**src/rtl/apb_pkg.sv**
```systemverilog
// Shared definitions for the APB master front-end: bus width defaults and FSM states.
package apb_pkg;

    localparam int PADDR_WIDTH = 12;
    localparam int PDATA_WIDTH = 32;

    typedef enum logic [1:0] {
        IDLE   = 2'd0,
        SETUP  = 2'd1,
        ACCESS = 2'd2,
        RESP   = 2'd3
    } apb_state_t;

endpackage

```
**src/rtl/rr_arbiter2.sv**
```systemverilog
// Two-way round-robin pick; the grant history register lives in the parent.
module rr_arbiter2
    import apb_pkg::*;
(
    input  logic [1:0] req,
    input  logic       last_gnt,
    output logic       gnt_idx,
    output logic       gnt_any
);

    assign gnt_any = |req;
    // A lone requester always wins; on contention the one not served last time wins.
    assign gnt_idx = (&req) ? ~last_gnt : req[1];

endmodule

```
**src/rtl/apb_master_arbiter.sv**
```systemverilog
// APB master shared by the host CSR path (0) and the layer-config sequencer (1).
// Round-robin arbitration, SETUP/ACCESS sequencing and a bounded ACCESS phase.
module apb_master_arbiter
    import apb_pkg::*;
#(
    parameter int PADDR_WIDTH = apb_pkg::PADDR_WIDTH,
    parameter int PDATA_WIDTH = apb_pkg::PDATA_WIDTH,
    parameter int SETUP_CYC   = 2,
    parameter int TIMEOUT_CYC = 16
) (
    input  logic                     P_clk,
    input  logic                     P_rstn,
    input  logic [1:0]               rq_valid,
    input  logic [1:0]               rq_write,
    input  logic [2*PADDR_WIDTH-1:0] rq_addr,
    input  logic [2*PDATA_WIDTH-1:0] rq_wdata,
    output logic [1:0]               rq_ready,
    output logic [1:0]               rsp_valid,
    output logic [PDATA_WIDTH-1:0]   rsp_rdata,
    output logic                     rsp_err,
    output logic                     tmo_pulse,
    output logic [PADDR_WIDTH-1:0]   P_addr,
    output logic                     P_selx,
    output logic                     P_enable,
    output logic                     P_write,
    output logic [PDATA_WIDTH-1:0]   P_wdata,
    input  logic                     P_ready,
    input  logic                     P_slverr,
    input  logic [PDATA_WIDTH-1:0]   P_rdata
);

    localparam int SCNT_W = $clog2(SETUP_CYC + 1);
    localparam int TCNT_W = $clog2(TIMEOUT_CYC + 1);

    apb_state_t              r_state;
    apb_state_t              w_next;
    logic [SCNT_W-1:0]       r_setup_cnt;
    logic [TCNT_W-1:0]       r_tmo_cnt;
    logic                    r_last_gnt;
    logic                    r_owner;
    logic [1:0]              r_rq_ready;
    logic [1:0]              r_rsp_valid;
    logic [PDATA_WIDTH-1:0]  r_rsp_rdata;
    logic                    r_rsp_err;
    logic                    r_tmo_pulse;
    logic [PADDR_WIDTH-1:0]  r_addr;
    logic [PDATA_WIDTH-1:0]  r_wdata;
    logic                    r_write;
    logic                    r_psel;
    logic                    r_penable;
    logic                    w_gnt_idx;
    logic                    w_gnt_any;
    logic                    w_setup_done;
    logic                    w_ready_ok;
    logic                    w_tmo_hit;

    rr_arbiter2 u_arb (
        .req      (rq_valid),
        .last_gnt (r_last_gnt),
        .gnt_idx  (w_gnt_idx),
        .gnt_any  (w_gnt_any)
    );

    assign w_setup_done = (r_setup_cnt == SCNT_W'(SETUP_CYC - 1));
    // The first ACCESS cycle (count 0) never completes the transfer.
    assign w_ready_ok   = (r_tmo_cnt != '0) && P_ready;
    assign w_tmo_hit    = (r_tmo_cnt == TCNT_W'(TIMEOUT_CYC - 1));

    always_comb begin
        w_next = r_state;
        case (r_state)
            IDLE:    if (w_gnt_any) w_next = SETUP;
            SETUP:   if (w_setup_done) w_next = ACCESS;
            ACCESS:  if (w_ready_ok || w_tmo_hit) w_next = RESP;
            RESP:    w_next = IDLE;
            default: w_next = IDLE;
        endcase
    end

    always_ff @(posedge P_clk) begin
        if (!P_rstn) begin
            r_state     <= IDLE;
            r_setup_cnt <= '0;
            r_tmo_cnt   <= '0;
            r_last_gnt  <= 1'b1;
            r_owner     <= 1'b0;
            r_rq_ready  <= '0;
            r_rsp_valid <= '0;
            r_rsp_rdata <= '0;
            r_rsp_err   <= 1'b0;
            r_tmo_pulse <= 1'b0;
            r_addr      <= '0;
            r_wdata     <= '0;
            r_write     <= 1'b0;
            r_psel      <= 1'b0;
            r_penable   <= 1'b0;
        end else begin
            r_state <= w_next;
            if (w_next != r_state) begin
                r_setup_cnt <= '0;
                r_tmo_cnt   <= '0;
            end else begin
                if (r_state == SETUP)  r_setup_cnt <= r_setup_cnt + SCNT_W'(1);
                if (r_state == ACCESS) r_tmo_cnt   <= r_tmo_cnt + TCNT_W'(1);
            end

            r_rq_ready  <= '0;
            r_rsp_valid <= '0;
            r_tmo_pulse <= 1'b0;
            // Bus controls follow the next state so they line up with the phase.
            r_psel      <= (w_next == SETUP) || (w_next == ACCESS);
            r_penable   <= (w_next == ACCESS);

            case (r_state)
                IDLE: begin
                    if (w_gnt_any) begin
                        r_owner               <= w_gnt_idx;
                        r_last_gnt            <= w_gnt_idx;
                        r_rq_ready[w_gnt_idx] <= 1'b1;
                        r_write               <= rq_write[w_gnt_idx];
                        r_addr  <= w_gnt_idx ? rq_addr[PADDR_WIDTH +: PADDR_WIDTH]
                                             : rq_addr[0 +: PADDR_WIDTH];
                        r_wdata <= w_gnt_idx ? rq_wdata[PDATA_WIDTH +: PDATA_WIDTH]
                                             : rq_wdata[0 +: PDATA_WIDTH];
                    end
                end
                ACCESS: begin
                    if (w_ready_ok) begin
                        r_rsp_rdata <= r_write ? '0 : P_rdata;
                        r_rsp_err   <= P_slverr;
                    end else if (w_tmo_hit) begin
                        r_rsp_rdata <= '0;
                        r_rsp_err   <= 1'b1;
                        r_tmo_pulse <= 1'b1;
                    end
                end
                RESP: r_rsp_valid[r_owner] <= 1'b1;
                default: ;
            endcase
        end
    end

    assign rq_ready  = r_rq_ready;
    assign rsp_valid = r_rsp_valid;
    assign rsp_rdata = r_rsp_rdata;
    assign rsp_err   = r_rsp_err;
    assign tmo_pulse = r_tmo_pulse;
    assign P_addr    = r_addr;
    assign P_selx    = r_psel;
    assign P_enable  = r_penable;
    assign P_write   = r_write;
    assign P_wdata   = r_wdata;

endmodule

```
**config.mk**
```make
export PLATFORM = sky130hd
export DESIGN_NAME = apb_master_arbiter
export DESIGN_NICKNAME = d
export VERILOG_FILES = /design/src/rtl/apb_pkg.sv /design/src/rtl/rr_arbiter2.sv /design/src/rtl/apb_master_arbiter.sv
export SDC_FILE = /design/constraint.sdc
export NUM_CORES = 1
export LEC_CHECK = 0
export CORE_MARGIN = 2
export CORE_UTILIZATION = 41
export DETAILED_ROUTE_END_ITERATION = 8
export PLACE_DENSITY = 0.85
export SKIP_LAST_GASP = 1
export SYNTH_ARGS = -nofsm -noshare
export SYNTH_HDL_FRONTEND = slang
export SYNTH_SLANG_ARGS = --single-unit
```
**constraint.sdc**
```tcl
create_clock -name P_clk -period 4.8 [get_ports P_clk]
set_clock_uncertainty 0.15 [all_clocks]
set_input_delay 0.96 -clock P_clk [delete_from_list [all_inputs] [get_ports P_clk]]
set_output_delay 0.96 -clock P_clk [all_outputs]
set_load 0.05 [all_outputs]
```
==> impl_metrics.tcl <==
set metrics [dict create \
    status "finished, final reports clean" \
    endpoint "P_write" \
    dieWidth_microns 99.6 \
    timing.slew.headroom_pct 35.6 \
    finalMaxSlewViolations 0 \
    insertion_delay_ps 340 \
    synthCells 359 \
    worst_r2r_endpoint "P_write" \
    clock-sinks 96 \
    drc 0 \
    syn_nets 492 \
    wl_microns 10800 \
    grt-ovfl-total 0 \
    core_area_sq_um 8810 \
    path_depth 5 \
    cts_root_buf "clkbuf_8" \
    crit_slowest_cell "o21a_2" \
    fin_crit_sh_pct 61.3 \
    ys_top_cells_by_area "dfxtp_1 (51%), mux2i_1 (12%), a22o_1 (7.0%)" \
    tightest_slew_ps 967 \
    syn_area_per_cell_sq_um 10.4 \
    ys.flop_type "dfxtp_1" \
    startpoint "rq_valid[0]" \
    synth.yosys.warnings 0 \
    io_pins 213 \
    fin_nets 690 \
    die_area_sq_um 9920 \
    die_h_microns 99.6 \
    synth_area_sq_um 3750 \
    ys_ff_latch 96 \
    cts_hold_buffers 0 \
    setup_viol 0 \
    hold_ws_ps 265 \
    tns_ps 0 \
    final_layout_size_suffix_gt1_share_pct 6.41 \
    place_congestion 0.769 \
    p_leak_uw 0.00230 \
    fillers 657 \
    clock.fmax_ghz 0.340 \
    grt_max_degree 64 \
    rr_worst_depth 5 \
    crit_buf_inv 2 \
    rows 34 \
    period_minus_slack_ps 2940 \
    synthArstFlopShare_pct 0 \
    maxCapViolations 0 \
    diodes 0 \
    cp-start-kind "primary input" \
    drtPass1Iterations 4 \
    synth_edf_count 0 \
    syn2layout_area_growth_pct 61.6 \
    yosysSeqAreaShare_pct 51.3 \
    cts_tree "done" \
    worst-path-max-fanout 63 \
    cp_cell_sequence "clkdlybuf4s50_1, o21a_2, buf_4, o21ai_0, a21oi_1" \
    cp-end-kind "register" \
    hpwlAfterDp_microns 8170 \
    rsz0062_at_grt "no" \
    first_global_vias 3420 \
    synth_common_cells "dfxtp_1 (96), o21ai_0 (48), a21oi_1 (47)" \
    initial_core_util_pct 42.6 \
    critPathArrivalTime_ps 3070 \
    port_buffers 212 \
    r2r-start "r_state[1]" \
    critPathRequiredTime_ps 4930 \
    track_usage_pct 21.2 \
    grt_first_pass_wirelength_microns 16700 \
    cpPeakStageDelay_ps 800 \
    yosysMostFrequentCell "dfxtp_1" \
    cts_resized 0 \
    wl_per_cell_microns 16.2 \
    cts_max_path_buffers 2 \
    rrSetupSlack_ps 2410 \
    synth_top_area_share_pct 51.3 \
    path_delay_family "compound AO/OA/AOI/OAI gates" \
    hp-class "register to register" \
    viasPerCell 5.10 \
    synth.distinct_cells 39 \
    powerDensity_nw_per_um2 317 \
    finalHoldViolCount 0 \
    yosys.area.top_type "dfxtp_1" \
    drt_iter0_drc 67 \
    antenna_found_initial 0 \
    numCtsBuffers 9 \
    critical_path_class "primary input to register" \
    path_clk_slew_ps 100 \
    postCtsSetupBuffers 0 \
    num_vias 3418 \
    peakVddDrop_mv 0.146 \
    cts_max_level 3 \
    ant_nets 0 \
]
metal layers:
metal	global-route usage [%]	share of wire (%)	vias to the layer above
met3	6.04	7.7	18
met2	37.7	51	151
met4	8.96	2.2	0
met1	23.8	39	1548
li1	-	-	1701
met5	0	0	-
stage by stage:
stage / instance area [sq um] / setup WS [ps] / cells / utilization [%] / total power, uW
6_report: 6060 / 1860 / 670 / 68.8 / 1920
5_1_grt: 6060 / 1620 / 670 / 68.8 / 2010
4_1_cts: 6060 / 1870 / 670 / 68.8 / 1940
3_5_place_dp: 5870 / 1490 / 654 / 66.6 / 1440
3_3_place_gp: 5870 / 1580 / 654 / 66.6 / 1430
2_1_floorplan: 3750 / 2630 / 359 / - / 1210
how the worst min path moves through the flow:
stage,to,depth (start not counted),from
3_5_place_dp,rsp_valid[0],1,r_owner
5_1_grt,rsp_valid[0],1,r_owner
4_1_cts,rsp_valid[0],1,r_owner
6_report,rsp_valid[0],1,r_owner
3_3_place_gp,rsp_valid[0],1,r_owner
2_1_floorplan,rsp_valid[0],1,r_owner
area by class of cell:
class                   instances  area [sq um]  share of cell area, %
clock inverters                 6          50.0                  0.826
inverters                       5          18.8                  0.310
multi-input cells             230          1650                   27.3
repair buffers                215          2140                   35.3
well taps                     108           135                   2.23
flip-flops and latches         96          1920                   31.7
clock buffers                  10           138                   2.27
sequential cells by signal (all words and copies together) (netlist names):
register and count:
P_addr 12, P_enable 1, P_selx 1, P_wdata 32, P_write 1, r_last_gnt 1
r_owner 1, r_setup_cnt 2, r_state 2, r_tmo_cnt 5, rq_ready 2, rsp_err 1
rsp_rdata 32, rsp_valid 2, tmo_pulse 1
report_power, final:
group          switching [uW]  internal [uW]  total (uW)
registers                30.9            851         882
clock network             289            210         499
logic                     312            229         541
cells by family (layout without fill, tap and decap cells):
logic type / count (synthesis) / count (layout) / synth area share [%]
fa+ha+maj: 5 / 5 / 1.67
xor+xnor: 3 / 3 / 0.701
buf+inv: 33 / 236 / 5.07
simple gates: 37 / 37 / 5.31
compound gates: 139 / 139 / 23.7
mux: 46 / 46 / 12.3
flops: 96 / 96 / 51.3
cell usage in the layout, fill, tap and decap left out, types with 2 or more instances in the layout:
| cell | n |
|---|---|
| nand2_1 | 9 |
| and3_1 | 2 |
| clkbuf_8 | 10 |
| clkdlybuf4s50_1 | 211 |
| inv_1 | 5 |
| a21oi_1 | 47 |
| a22o_2 | 2 |
| xor2_1 | 2 |
| dfxtp_1 | 96 |
| ha_1 | 5 |
| nor2b_1 | 4 |
| mux2i_1 | 46 |
| a211oi_2 | 3 |
| buf_4 | 3 |
| o21ai_0 | 48 |
| a22o_1 | 30 |
| inv_6 | 2 |
| and2_1 | 3 |
| nor2_1 | 9 |
Power figures use the tool's default switching activity.
